<file path="src/rtl/app_launcher_ctrl.sv">
`default_nettype none
// ============================================================================
//  Module      : app_launcher_ctrl
//  Description : Home-screen launcher. Debounces navigation buttons, moves the
//                icon cursor, and switches the pixel mux between the home
//                screen and the apps on frame boundaries only.
//  Revision    : 1.0 - initial release
// ============================================================================
module app_launcher_ctrl #(
    parameter  int NUM_APPS        = 2,
    parameter  int PIX_PER_FRAME   = 76800,
    parameter  int DEBOUNCE_CYCLES = 250000,
    localparam int CUR_W           = (NUM_APPS > 1) ? $clog2(NUM_APPS) : 1
) (
    input  logic                clk,
    input  logic                reset_n,
    input  logic                framebufferClk,
    input  logic                btn_prev,
    input  logic                btn_next,
    input  logic                btn_select,
    input  logic                btn_home,
    input  logic                app_exit,
    output logic [CUR_W-1:0]    cursor,
    output logic [1:0]          disp_sel,
    output logic [NUM_APPS-1:0] app_run,
    output logic                frame_start,
    output logic                busy
);

    localparam int PIX_W = (PIX_PER_FRAME > 1) ? $clog2(PIX_PER_FRAME) : 1;
    localparam int DB_W  = (DEBOUNCE_CYCLES > 1) ? $clog2(DEBOUNCE_CYCLES) : 1;

    localparam logic [PIX_W-1:0] c_PIX_LAST = PIX_W'(PIX_PER_FRAME - 1);
    localparam logic [DB_W-1:0]  c_DB_LAST  = DB_W'(DEBOUNCE_CYCLES - 1);
    localparam logic [CUR_W-1:0] c_CUR_LAST = CUR_W'(NUM_APPS - 1);

    localparam int c_BTN_PREV   = 0;
    localparam int c_BTN_NEXT   = 1;
    localparam int c_BTN_SELECT = 2;
    localparam int c_BTN_HOME   = 3;

    localparam logic [1:0] c_ST_HOME   = 2'd0;
    localparam logic [1:0] c_ST_LAUNCH = 2'd1;
    localparam logic [1:0] c_ST_RUN    = 2'd2;
    localparam logic [1:0] c_ST_EXIT   = 2'd3;

    logic [1:0]          r_state;
    logic [1:0]          w_state_next;
    logic                r_fbclk_d;
    logic [PIX_W-1:0]    r_pix_cnt;
    logic                r_frame_start;
    logic                w_fb_rise;
    logic                w_pix_wrap;
    logic [3:0]          w_raw;
    logic [3:0]          w_press;
    logic [CUR_W-1:0]    r_cursor;
    logic [CUR_W-1:0]    r_target;
    logic [1:0]          r_disp_sel;
    logic [NUM_APPS-1:0] r_app_run;
    logic [NUM_APPS-1:0] w_onehot;
    logic                w_busy;
    logic                w_nav_en;
    logic                w_load_app;
    logic                w_clear_app;

    // ------------------------------------------------------------------
    // Frame boundary tracking from the pixel strobe
    // ------------------------------------------------------------------
    assign w_fb_rise  = framebufferClk & ~r_fbclk_d;
    assign w_pix_wrap = w_fb_rise && (r_pix_cnt == c_PIX_LAST);

    always_ff @(posedge clk or negedge reset_n) begin
        if (!reset_n) begin
            r_fbclk_d     <= 1'b0;
            r_pix_cnt     <= '0;
            r_frame_start <= 1'b0;
        end else begin
            r_fbclk_d     <= framebufferClk;
            r_frame_start <= w_pix_wrap;
            if (w_fb_rise) begin
                r_pix_cnt <= w_pix_wrap ? '0 : r_pix_cnt + PIX_W'(1);
            end
        end
    end

    // ------------------------------------------------------------------
    // Button debounce; a press event fires only when the filtered level rises
    // ------------------------------------------------------------------
    assign w_raw = {btn_home, btn_select, btn_next, btn_prev};

    for (genvar gi = 0; gi < 4; gi++) begin : g_debounce
        logic [DB_W-1:0] r_cnt;
        logic            r_filt;
        logic            r_press;

        always_ff @(posedge clk or negedge reset_n) begin
            if (!reset_n) begin
                r_cnt   <= '0;
                r_filt  <= 1'b0;
                r_press <= 1'b0;
            end else begin
                r_press <= 1'b0;
                if (w_raw[gi] == r_filt) begin
                    r_cnt <= '0;
                end else if (r_cnt == c_DB_LAST) begin
                    r_cnt   <= '0;
                    r_filt  <= w_raw[gi];
                    r_press <= w_raw[gi];
                end else begin
                    r_cnt <= r_cnt + DB_W'(1);
                end
            end
        end

        assign w_press[gi] = r_press;
    end

    // ------------------------------------------------------------------
    // Launcher FSM
    // ------------------------------------------------------------------
    always_ff @(posedge clk or negedge reset_n) begin
        if (!reset_n) begin
            r_state <= c_ST_HOME;
        end else begin
            r_state <= w_state_next;
        end
    end

    // A frame_start seen in HOME or RUN is ignored, so the switch always
    // waits for a boundary strictly after the launch/exit request.
    always_comb begin
        w_state_next = r_state;
        case (r_state)
            c_ST_HOME:   if (w_press[c_BTN_SELECT]) w_state_next = c_ST_LAUNCH;
            c_ST_LAUNCH: if (r_frame_start)         w_state_next = c_ST_RUN;
            c_ST_RUN:    if (w_press[c_BTN_HOME] || app_exit) w_state_next = c_ST_EXIT;
            c_ST_EXIT:   if (r_frame_start)         w_state_next = c_ST_HOME;
            default:                                w_state_next = c_ST_HOME;
        endcase
    end

    always_comb begin
        w_busy      = 1'b0;
        w_nav_en    = 1'b0;
        w_load_app  = 1'b0;
        w_clear_app = 1'b0;
        case (r_state)
            c_ST_HOME: begin
                w_nav_en = 1'b1;
            end
            c_ST_LAUNCH: begin
                w_busy     = 1'b1;
                w_load_app = r_frame_start;
            end
            c_ST_EXIT: begin
                w_busy      = 1'b1;
                w_clear_app = r_frame_start;
            end
            default: begin
                w_busy = 1'b0;
            end
        endcase
    end

    // ------------------------------------------------------------------
    // Cursor, launch target and display/run registers
    // ------------------------------------------------------------------
    assign w_onehot = NUM_APPS'(1) << r_target;

    always_ff @(posedge clk or negedge reset_n) begin
        if (!reset_n) begin
            r_cursor   <= '0;
            r_target   <= '0;
            r_disp_sel <= 2'd0;
            r_app_run  <= '0;
        end else begin
            if (w_nav_en) begin
                if (w_press[c_BTN_SELECT]) begin
                    r_target <= r_cursor;
                end else if (w_press[c_BTN_NEXT] && !w_press[c_BTN_PREV]) begin
                    r_cursor <= (r_cursor == c_CUR_LAST) ? '0 : r_cursor + CUR_W'(1);
                end else if (w_press[c_BTN_PREV] && !w_press[c_BTN_NEXT]) begin
                    r_cursor <= (r_cursor == '0) ? c_CUR_LAST : r_cursor - CUR_W'(1);
                end
            end
            if (w_load_app) begin
                r_disp_sel <= 2'(r_target) + 2'd1;
                r_app_run  <= w_onehot;
            end else if (w_clear_app) begin
                r_disp_sel <= 2'd0;
                r_app_run  <= '0;
            end
        end
    end

    assign cursor      = r_cursor;
    assign disp_sel    = r_disp_sel;
    assign app_run     = r_app_run;
    assign frame_start = r_frame_start;
    assign busy        = w_busy;

endmodule
`default_nettype wire

</file>
<file path="config.mk">
export PLATFORM = sky130hd
export DESIGN_NAME = app_launcher_ctrl
export DESIGN_NICKNAME = d
export VERILOG_FILES = /design/src/rtl/app_launcher_ctrl.sv
export SDC_FILE = /design/constraint.sdc
export NUM_CORES = 1
export LEC_CHECK = 0
export ABC_CLOCK_PERIOD_IN_PS = 1700
export CORE_UTILIZATION = 25
export CTS_CLUSTER_DIAMETER = 30
export CTS_CLUSTER_SIZE = 8
export DETAILED_ROUTE_END_ITERATION = 16
export PLACE_DENSITY = 0.47
export SETUP_SLACK_MARGIN = 0.02
export SLEW_MARGIN = 30
export SYNTH_ARGS = -nofsm -noshare
export SYNTH_HDL_FRONTEND = slang
export SYNTH_SLANG_ARGS = --single-unit
export TNS_END_PERCENT = 100
</file>
<file path="constraint.sdc">
create_clock -name clk -period 1.7 [get_ports clk]
set_input_delay 0.425 -clock clk [delete_from_list [all_inputs] [get_ports clk]]
set_output_delay 0.425 -clock clk [all_outputs]
set_load 0.01 [all_outputs]
</file>
# ---- Yosys cells after proc, flatten, opt, wreduce, memory -nomap -nowiden
# Index checks and enable logic that the tools add are counted.
# Widths: inputs -> output; s select.
dict set report word_totals {
  in_bits 8
  out_inout_bits 7
  elab_cells 102
  regBits 107
}
dict set report classes {
  n_eq_ne 16
  reduce_logical 17
  bitwise_logic 7
  muxes 33
  addsub 8
  shifts 1
}
# cell count
set op_table {}
lappend op_table {{$mux 18} 8}
lappend op_table {{$add 18x1->18 const B} 4}
lappend op_table {{$eq 18x18->1 const B} 4}
lappend op_table {{$add 17x1->17 const B} 1}
lappend op_table {{$eq 17x17->1 const B} 1}
lappend op_table {{$mux 17} 1}
lappend op_table {{$mux 1} 16}
lappend op_table {{$mux 2} 7}
lappend op_table {{$reduce_and 2->1} 5}
lappend op_table {{$ne 2x2->1 const B} 4}
lappend op_table {{$pmux 2 s4} 1}
lappend op_table {{$not 1->1} 6}
lappend op_table {{$eq 1x1->1} 4}
lappend op_table {{$eq 2x2->1 const B} 2}
lappend op_table {{$reduce_and 4->1} 1}
lappend op_table {{$reduce_bool 2->1} 2}
lappend op_table {{$logic_and 1x1->1} 3}
lappend op_table {{$reduce_and 3->1} 1}
lappend op_table {{$add 1x1->2 const B} 1}
lappend op_table {{$eq 2x1->1 const B} 1}
lappend op_table {{$logic_not 1->1} 2}
lappend op_table {{$logic_not 2->1} 1}
lappend op_table {{$reduce_or 2->1} 1}
lappend op_table {{$shl 1x1->2 const A} 1}
lappend op_table {{other kinds (4)} 4}

# ---- Depth between registers and ports, before layout
dict set report depth {
  word_depth 4
  depth_mapped 6
  ltp_nobuf 6
}

# ---- Least setup slack after synthesis
# Ideal clock, no wire load.
dict set report synth_path {
  path_kind {reg2reg}
  startpoint {reg g_debounce[1].r_cnt[0]}
  endpoint {reg g_debounce[1].r_cnt[10]}
  path_stages_with_launch 7
  slack_ns -0.223
  arrival_ns 1.801
  n_path_buf 1
  path_cell_list {dfrtp_1 ha_1 nand3_1 or3_1 o21ai_1 buf_2 nor2_1}
}
dict set report synth_between {
  elab_chain_cells 3
  word_cells_on_any_way 4
  cone_classes {1 x add/sub; 1 x eq/ne; 2 x mux}
}
# element line_no
set synth_lines {}
lappend synth_lines {{start, declared} 92} ;# logic [DB_W-1:0] r_cnt;
lappend synth_lines {{start signal, assigned} 110} ;# r_cnt <= r_cnt + DB_W'(1);
lappend synth_lines {{$add 18x1->18 or $eq 18x18->1 (tied branches)} {110, 105}}
lappend synth_lines {{$mux 18 (*)} 105} ;# end else if (r_cnt == c_DB_LAST) begin
lappend synth_lines {{$mux 18 (*)} 103} ;# if (w_raw[gi] == r_filt) begin
# Mark *: on every way between the ends. The rest lies on a longest branch, timed or not.
# A chain may end at the register's enable or synchronous reset.

# ---- Worst setup path in the final report
dict set report layout_path {
  startpoint {reg r_state[1]}
  endpoint {out busy}
}
dict set report layout_between {
  elab_chain_cells 3
  word_cells_on_any_way 4
  cone_classes {2 x eq/ne; 1 x mux; 1 x reduce/logical}
}
# element line_no
set layout_lines {}
lappend layout_lines {{start, declared} 47} ;# logic [1:0] r_state;
lappend layout_lines {{start signal, assigned} 123} ;# r_state <= c_ST_HOME;
lappend layout_lines {{start signal, assigned} 125} ;# r_state <= w_state_next;
lappend layout_lines {{$eq 2x2->1 or $eq 2x1->1 (tied branches)} 147} ;# case (r_state)
lappend layout_lines {{$reduce_or 2->1 (no line) (*)} --}
lappend layout_lines {{$mux 1 (*)} 147}
lappend layout_lines {{end, declared} 27} ;# output logic busy
# Marks and branches as above.

==> metrics.csv <==
metric,value,unit
min Tclk post-route,1750,ps
period utilization,103,%
setup_tns,-92.9,ps
clock slew at reported path FFs,70,ps
post-synth cell types,46,
Peak VDD IR,549,uV
global-route wire length before repair,19000,um
crit-path cells,inv_2 > ha_2 > or2_4 > buf_6,
largest net degree at the start of global routing,106,
synthesis-to-finish area growth,36.9,%
final hold viol count,0,
syn_area_per_cell,10.1,um2
Maximum Capacitance Violations,0,
I/O pin count,15,
Post-DRT Antenna Nets,0,
"slowest stage delay, CP",390,ps
CTS tree,yes,
Slew @ Worst Pin,575,ps
R2R cell count,4,
CTS max path bufs,2,
row count,51,
"Core Util, Final",35.4,%
Critical Path Source Type,register,
yosys warns,0,
achievable clock frequency,572,MHz
Worst Path Max Fanout,3,
synthesis-stage register bit count,105,
Die H,145,um
First-pass DRT Iterations,4,
final wirelength,11000,um
"slowest stage cell, crit path",dfrtp_1,
DRC viols,0,
Power Density,827,nW/um2
CP top delay family,flip-flops,
area of the die,21000,um2
Hold WC Path Type,input pin to async pin,
Post-DP HPWL,7280,um
Starting Density,25.8,%
worst-skew pair later-pin latency,350,ps
hold bufs inserted after CTS,0,
failing checks,setup timing,
clk root buf,clkbuf_16,
total gr overflow,0,
Die Wd,145,um
Pins Over Slew Limit,0,
Synth area leaders,"dfrtp_1 52%, xnor2_1 8.9%, nor2_1 6.0%",
status,"complete, but fails checks",
initial DRC count,173,
dominant cell type by area after synthesis,dfrtp_1,
Via density,4.51,
Leak,2.89,nW
"commonest cells after routing, fill and taps aside","100 x dfrtp_1, 94 x buf_4, 67 x nor2_1",
Synth top area share,51.6,%
Setup Skew,9.41,ps
CP arrival,1320,ps
I/O Buffers,14,
GRT Overall Usage,11.5,%
vias in the first global route,4064,
RSZ-0062 raised after global routing,yes,
core area,19700,um2
Setup Viol. Count Final,3,
CP endpoint kind,primary output,
syn_nets,520,
worst path bufs/invs,2,
number of buffers created by CTS,9,
setup slack after layout,-48.8,ps
CP Class,register to primary output,
via total after detailed routing,4012,
clock sinks,105,
wire length per cell,12.4,um
Mapped Cells,502,
cell count along the critical path,4,
layout cells sized above 1,30.9,%
routability cong.,0.818,
worst path required time,1270,ps
register area share after synthesis,51.6,%
"Cell Area, Synth",5090,um2
final instance area,6980,um2
CTS H-Tree Depth,3,
Final Net Count,638,
Diodes inserted,0,
Relative slew margins,61.7,%
dpl cell area,6240,um2
"commonest non-fill, non-tap cell in the layout",dfrtp_1,
initial antenna violation count,0,
==> logic make-up after synthesis <==
group | Yosys count | synth area share, %
xor+xnor | 71 | 12.2
buf+inv | 31 | 2.50
simple gates | 243 | 25.2
fa+ha+maj | 10 | 2.46
flops | 105 | 51.6
compound gates | 34 | 4.35
mux | 8 | 1.72
==> layer usage <==
metal  part of all wire (%)  vias up  GRT usage [%]  wire [um]
li1                       -     2000              -          -
met1                     48     1965           14.7       5300
met2                     48       34           19.0       5290
met3                    2.2       13           2.53        247
met4                    1.4        0           4.21        156
met5                      0        -              0          0
==> sequential cells by signal, indices dropped and copies added, names as in the netlist <==
name / cells
g_debounce.r_press: 4
disp_sel: 2
r_fbclk_d: 1
r_target: 1
cursor: 1
r_state: 2
g_debounce.r_filt: 4
g_debounce.r_cnt: 72
r_pix_cnt: 17
frame_start: 1
==> worst reg2reg max path: stages (launching register included) <==
cell	delay [ps]
dfrtp_2	420
nand3_4	80
or4_4	540
or4b_4	490
a21oi_2	130
==> power breakdown <==
part	switching (mW)	internal, mW	total [mW]
Clock	0.953	1.14	2.10
Combinational	0.425	0.540	0.965
Sequential	0.101	2.61	2.71
Total	1.48	4.29	5.77
==> Yosys cell counts, drive strengths merged <==
master    n
or4b      1
xor2     19
nor3b     4
a21oi    12
mux2i     2
o21ai    11
nor4     19
nand2    19
o22ai     1
xnor2    52
nand3b    4
dfrtp   105
nor4b     3
clkbuf    5
a32o      1
inv      21
nand3    36
nor2     82
o41ai     2
mux2      6
nand4    23
or4       8
a221oi    1
nor2b     2
nor3     17
and4b     1
o311ai    1
buf       5
ha       10
and2      2
a21o      1
and4      2
and3b     2
or3      10
and3      6
or2       1
o31ai     3
nand2b    1
o32a      1
==> worst paths after layout <==
path / from / end / slack (ps)
setup / recovery: r_state[1]$_DFFE_PN0P_ / busy / -50
hold reg to reg: g_debounce[3].r_filt$_DFFE_PN0P_ / g_debounce[3].r_press$_DFF_PN0_ / 480
hold / removal: reset_n / g_debounce[0].r_cnt[7]$_DFF_PN0_ / 140
min in group clk: framebufferClk / r_fbclk_d$_DFF_PN0_ / 240
setup reg to reg: g_debounce[3].r_cnt[6]$_DFF_PN0_ / g_debounce[3].r_cnt[17]$_DFF_PN0_ / -30
max in group asynchronous: reset_n / g_debounce[3].r_cnt[7]$_DFF_PN0_ / 1090
==> final cells by class <==
type / count / area [um2]
flip-flops and latches: 105 / 2630
repair buffers: 117 / 971
well taps: 265 / 332
multi-input cells: 366 / 2670
inverters: 21 / 78.8
clock buffers: 9 / 225
clock inverters: 7 / 70.1
fillers: 1977 / 12700
==> metrics by stage <==
| step | hold slack, ps | worst slack, ps | power (mW) | std cells |
|---|---|---|---|---|
| after CTS | 173 | -63.9 | 5.78 | 884 |
| final | 138 | -48.8 | 5.77 | 890 |
| after global placement | 453 | -294 | 3.45 | 850 |
| after detailed placement | 466 | -327 | 3.48 | 850 |
| after floorplan | 129 | -34.4 | 3.16 | 502 |
| after global routing | 199 | -111 | 6.07 | 890 |
==> what timing repair did <==
action,CTS,global route
pin swaps,14,34
gates resized for setup,29,45
setup endpoints to repair,77,60
buffers inserted,18,6
Note: power is estimated with default switching activity, not from simulation.
